[src/rtl/sum_datapath.sv]
// sum_datapath: Sum/I registers with a shared adder for the sum-of-1..LIMIT loop.
// It also provides a registered OutPort, sticky overflow and strobe-conflict flags.
module sum_datapath #(
  parameter int I_W   = 8,
  parameter int SUM_W = 8,
  parameter int LIMIT = 10
) (
  input  logic             clk,
  input  logic             reset,
  input  logic             SumSrcMuxSel,
  input  logic             ISrcMuxSel,
  input  logic             SumEn,
  input  logic             IEn,
  input  logic             AdderSrcMuxSel,
  input  logic             OutPortEn,
  output logic             ILe10,
  output logic [SUM_W-1:0] OutPort,
  output logic             out_valid,
  output logic             ovf,
  output logic             ctrl_err
);
  logic [SUM_W-1:0] Sum;
  logic [I_W-1:0]   I;
  logic [SUM_W:0]   iExt, aOp, bOp, sum;
  logic             init, conflict, sumLoad, iLoad, sumOvf, iOvf;
  assign iExt     = (SUM_W+1)'(I);
  assign aOp      = AdderSrcMuxSel ? iExt : {1'b0, Sum};
  assign bOp      = AdderSrcMuxSel ? (SUM_W+1)'(1) : iExt;
  assign sum      = aOp + bOp;
  assign init     = SumEn & IEn & ~SumSrcMuxSel & ~ISrcMuxSel;
  assign conflict = SumEn & IEn & (SumSrcMuxSel | ISrcMuxSel);
  assign sumLoad  = SumEn & ~conflict;
  assign iLoad    = IEn & ~conflict;
  // overflow means the adder result lost bits when written to its destination
  assign sumOvf   = sumLoad & SumSrcMuxSel & sum[SUM_W];
  assign iOvf     = iLoad & ISrcMuxSel & (|sum[SUM_W:I_W]);
  assign ILe10    = I <= I_W'(LIMIT);
  always_ff @(posedge clk or posedge reset) begin
    if (reset) begin
      Sum       <= '0;
      I         <= '0;
      OutPort   <= '0;
      out_valid <= 1'b0;
      ovf       <= 1'b0;
      ctrl_err  <= 1'b0;
    end else begin
      if (sumLoad) Sum <= SumSrcMuxSel ? sum[SUM_W-1:0] : '0;
      if (iLoad) I <= ISrcMuxSel ? sum[I_W-1:0] : '0;
      if (OutPortEn) OutPort <= Sum;
      out_valid <= OutPortEn;
      ovf       <= init ? 1'b0 : (ovf | sumOvf | iOvf);
      ctrl_err  <= init ? 1'b0 : (ctrl_err | conflict);
    end
  end
endmodule

[config.mk]
export PLATFORM = sky130hd
export DESIGN_NAME = sum_datapath
export DESIGN_NICKNAME = d
export VERILOG_FILES = /design/src/rtl/sum_datapath.sv
export SDC_FILE = /design/constraint.sdc
export NUM_CORES = 1
export LEC_CHECK = 0
export BUFFER_PORTS_ARGS = -buffer_cell sky130_fd_sc_hd__buf_2
export CORE_MARGIN = 2
export CORE_UTILIZATION = 35
export DETAILED_ROUTE_END_ITERATION = 10
export RECOVER_POWER = 50
export SETUP_SLACK_MARGIN = 0.4
export SLEW_MARGIN = 20
export SYNTH_ARGS = -nofsm -noshare
export SYNTH_HDL_FRONTEND = slang
export SYNTH_SLANG_ARGS = --single-unit
[constraint.sdc]
create_clock -name clk -period 2.35 [get_ports clk]
set_input_delay 0.47 -clock clk [delete_from_list [all_inputs] [get_ports clk]]
set_output_delay 0.47 -clock clk [all_outputs]
set_load 0.01 [all_outputs]
Yosys cells after proc, flatten, opt, wreduce, memory -nomap -nowiden
Index checks and enable logic that the tools add are counted.
W data, S select, Z words.
- bits of input ports: 8
- register bits after elaboration: 27
- output and inout port bits: 12
- word-level logic and storage cells: 31
- multiplexer cells: 6
- bitwise operators: 17
- add/subtract/negate cells: 1
- magnitude comparators: 1
- operator list (kind ; number):
    $mux W8 ; 4
    $and A1 B1 Y1 ; 10
    $add A8 B8 Y9 ; 1
    $le A8 B4 Y1 const B ; 1
    $or A1 B1 Y1 ; 4
    $not A1 Y1 ; 3
    $mux W1 ; 2

Longest topological paths before layout
- depth in word-level cells: 9
- gate-level depth with buffers: 9
- gate-level depth less buffers: 7

Worst setup path before layout
Ideal clock, no wire load.
- path kind: input port to flip-flop
- start: input AdderSrcMuxSel
- end: register Sum[6]
- setup slack: -0.225 ns
- data required time: 2.228 ns
- cell stages on the path: 9
- arrival time: 2.453 ns
- library setup time: 0.122 ns
- cell sequence: buf_2 buf_2 or2_2 ha_1 fa_1 a211oi_1 o21ai_1 a21o_2 a32o_1
- cells in the longest elaborated chain, start to end: 3
- elaborated cells on any way between the ends: 4
- classes of those cells: 1 x add/sub; 3 x mux
- RTL lines (what ; line ; source):
    start: declaration ; 14 ; input logic AdderSrcMuxSel,
    $mux W8 (on tied branches) ; 27, 28 ;
    $add A8 B8 Y9 * ; 29 ; assign sum = aOp + bOp;
    $mux W8 * ; 47 ; if (sumLoad) Sum <= SumSrcMuxSel ? sum[SUM_W-1:0] : '0;
    end signal: assignment ; 47 ;
    end: declaration ; 22 ; logic [SUM_W-1:0] Sum;
Mark *: on every way between the ends. The rest lies on a longest branch, timed or not.
A chain may end at the register's enable or synchronous reset.

Worst setup path in the final report
- start: input AdderSrcMuxSel
- end: register I[7]
- cells in the longest elaborated chain, start to end: 3
- elaborated cells on any way between the ends: 4
- classes of those cells: 1 x add/sub; 3 x mux
- RTL lines (what ; line ; source):
    $mux W8 (on tied branches) ; 27, 28 ;
    $add A8 B8 Y9 * ; 29 ;
    $mux W8 * ; 48 ; if (iLoad) I <= ISrcMuxSel ? sum[I_W-1:0] : '0;
    end signal: assignment ; 48 ;
    end: declaration ; 23 ; logic [I_W-1:0] I;
Marked as above.

==> flow_summary.ini <==
[run_status]
status = finished clean

[synthesis]
synthesis.nets = 159
synth_area_leader_cell = dfrtp_1
synth.top_cells.by_area = dfrtp_1 44%, mux2_2 12%, ha_1 6.6%
synth_edf_count = 0
syn-instance-count = 142
synth_cell_types = 31
syn_area_um2 = 1520
synth_flop_cell = dfrtp_1
synthArstFlopShare_pct = 100
ys_ff_latch = 27
synth_top_area_share_pct = 44.4
synth_area_per_cell_um2 = 10.7
ys_warn_count = 0
synth-seq-area-share_pct = 44.4

[worst_setup_path]
slowest_delay_ps = 330
worstPathRequired_ps = 2520
crit_type = in -> reg
cp.arrival_ps = 2220
crit_path_cell_trace = buf_8 > buf_12 > mux2_4 > ha_4 > a211oi_4 > o211ai_1 > a21o_1 > a32o_2
cp-end-kind = flip-flop
slowest_stage = mux2_4
start_kind = input port
crit_path_max_fanout = 7

[clock_tree]
cts_buffer_depth = 2
insertion_delay_ps = 270
cts_root_buf = clkbuf_8
cts_buffers = 3
htreeDepth = 1
hold_buffers = 0
cts.sinks = 27
cts_tree = built
cts.clk_slew.worst_paths_ps = 90

[job]
cap_viol_max_count = 0

[sta]
period_share_pct = 87.0
drv_slew = 0
rsz0062_at_grt = yes
max_slew_margin_pct = 43.9
worstMarginPinSlew_ps = 842
fmax_mhz = 489
finClkSkew_ps = 2.85
final.min_clock_period_ps = 2050
hold_viol = 0
setup_violations = 0

[final_layout]
postLayoutCoreUtil_pct = 47.8
area_growth_pct = 28.3
final_common_cell = dfrtp_1
finalNonFillerCells = 223
drive_gt1_share_pct = 39.9
fin_area_um2 = 1950
nets = 191
diodes = 0
mostFrequentLayoutCells = 27 x dfrtp_1, 17 x nand2_1, 16 x buf_2
fillers = 419

[route]
via_per_inst = 5.33
firstDrtPassIters = 4
wl_per_cell_um = 15.4
via_count = 1188
drt_iter0_markers = 28
drc = 0
wirelength_mm = 3.44
postRouteAntennaNets = 0

[worst_hold_path]
hold_path_class = in -> async

[power_and_ir_drop]
ir_worst_vdd_uv = 354
clkPwrFrac_pct = 23.1
p_seq_share_pct = 47.9
power_leakage_nw = 0.995
p_int_mw = 0.804
p_per_area_nw_per_um2 = 590
p_switching_mw = 0.347
swShare_pct = 30.2
p_comb_share_pct = 29.1

[grt]
antenna_found_initial = 0
grt_pass1_vias = 1268
grt_pass1_wl_mm = 6.02
grt_use_total_pct = 15.5
grt_max_degree = 16
grt_overflow = 0

[placed_design]
gp_congestion = 0.793
placed_area_um2 = 1800
numPortBuffers = 19
numPlacedInstances = 214
dp_hpwl_mm = 2.61

[die]
fp.dieH_um = 70.0
num_rows = 23
ioPinCount = 20
dieArea_um2 = 4890
die_x_um = 70.0
coreArea_um2 = 4090
start_util_pct = 37.3
cells by family (layout without fill, tap and decap cells):
group	after synthesis	in the layout	share of synthesized area, %
AND/OR/NAND/NOR	38	38	12.8
flip-flops	27	27	44.4
AO/OA/AOI/OAI	40	40	18.5
buffers and inverters	8	39	2.30
multiplexers	16	16	11.8
adder cells (fa/ha/maj)	9	9	7.89
XOR/XNOR	4	4	2.30
critical path, delay by kind of cell:
kind	cells	cell delay, ps
AO/OA/AOI/OAI	4	920
adder cells (fa/ha/maj)	1	260
buffers and inverters	2	240
multiplexers	1	330
routing by layer:
layer	vias up	global-route usage, %	routed length [um]
met5	-	0	0
met4	0	3.42	42
met3	7	4.04	128
met2	22	26.0	1590
met1	583	19.9	1680
li1	576	-	-
synthesized netlist by cell type (3+ instances only):
master / count
a21o_1: 5
a21oi_1: 5
a22o_1: 6
buf_2: 4
clkbuf_1: 3
dfrtp_1: 27
ha_1: 8
mux2_2: 16
nand2_1: 17
nand3_1: 3
nor2_1: 3
nor2b_1: 7
o21ai_0: 13
stage by stage:
| stage | hold slack, ps | setup WS, ps | power (mW) | setup TNS [ps] |
|---|---|---|---|---|
| 3_5_place_dp | 491 | -125 | 0.860 | -528 |
| 2_1_floorplan | 462 | -55.9 | 0.761 | -101 |
| 4_1_cts | 211 | 285 | 1.16 | 0 |
| 3_3_place_gp | 465 | -86.8 | 0.850 | -323 |
| 5_1_grt | 236 | 212 | 1.23 | 0 |
| 6_report | 204 | 305 | 1.15 | 0 |
state kept, by name, indices dropped and copies added, names as in the netlist:
| signal | count |
|---|---|
| I | 8 |
| OutPort | 8 |
| Sum | 8 |
| ctrl_err | 1 |
| out_valid | 1 |
| ovf | 1 |
cell type report:
cell class                      instances  area, um^2  area share (%)
Multi-Input combinational cell        107         938            48.0
Sequential cell                        27         676            34.6
Timing Repair Buffer                   34         228            11.7
Tap cell                               50        62.6            3.20
Clock buffer                            4        45.0            2.31
Inverter                                1        3.75           0.192
repair_timing:
item | 4_1_cts | 5_1_grt
endpoints found under the setup margin | 10 | 12
pin swaps | 18 | 7
gates cloned | 0 | 0
gates resized for setup | 12 | 2
buffers inserted | 5 | 0
worst paths after layout:
path | startpoint | endpoint | slack (ps) | cells past startpoint
setup / recovery | AdderSrcMuxSel | I[7] | 300 | 8
hold / removal | reset | out_valid | 200 | 2
setup reg to reg | I[0] | I[4] | 310 | 8
hold reg to reg | OutPort[7] | OutPort[7] | 510 | 1
max in group asynchronous | reset | I[2] | 1020 | 3
min in group clk | OutPort[7] | OutPort[7] | 510 | 1
power groups by stage:
stage	clock network, mW	registers, mW	logic [mW]
CTS	0.281	0.554	0.328
floorplan	0	0.560	0.201
finish	0.266	0.551	0.335
global route	0.296	0.561	0.376
detailed placement	0	0.562	0.298
global placement	0	0.560	0.289
No activity file was read; power rests on OpenSTA's default activity.
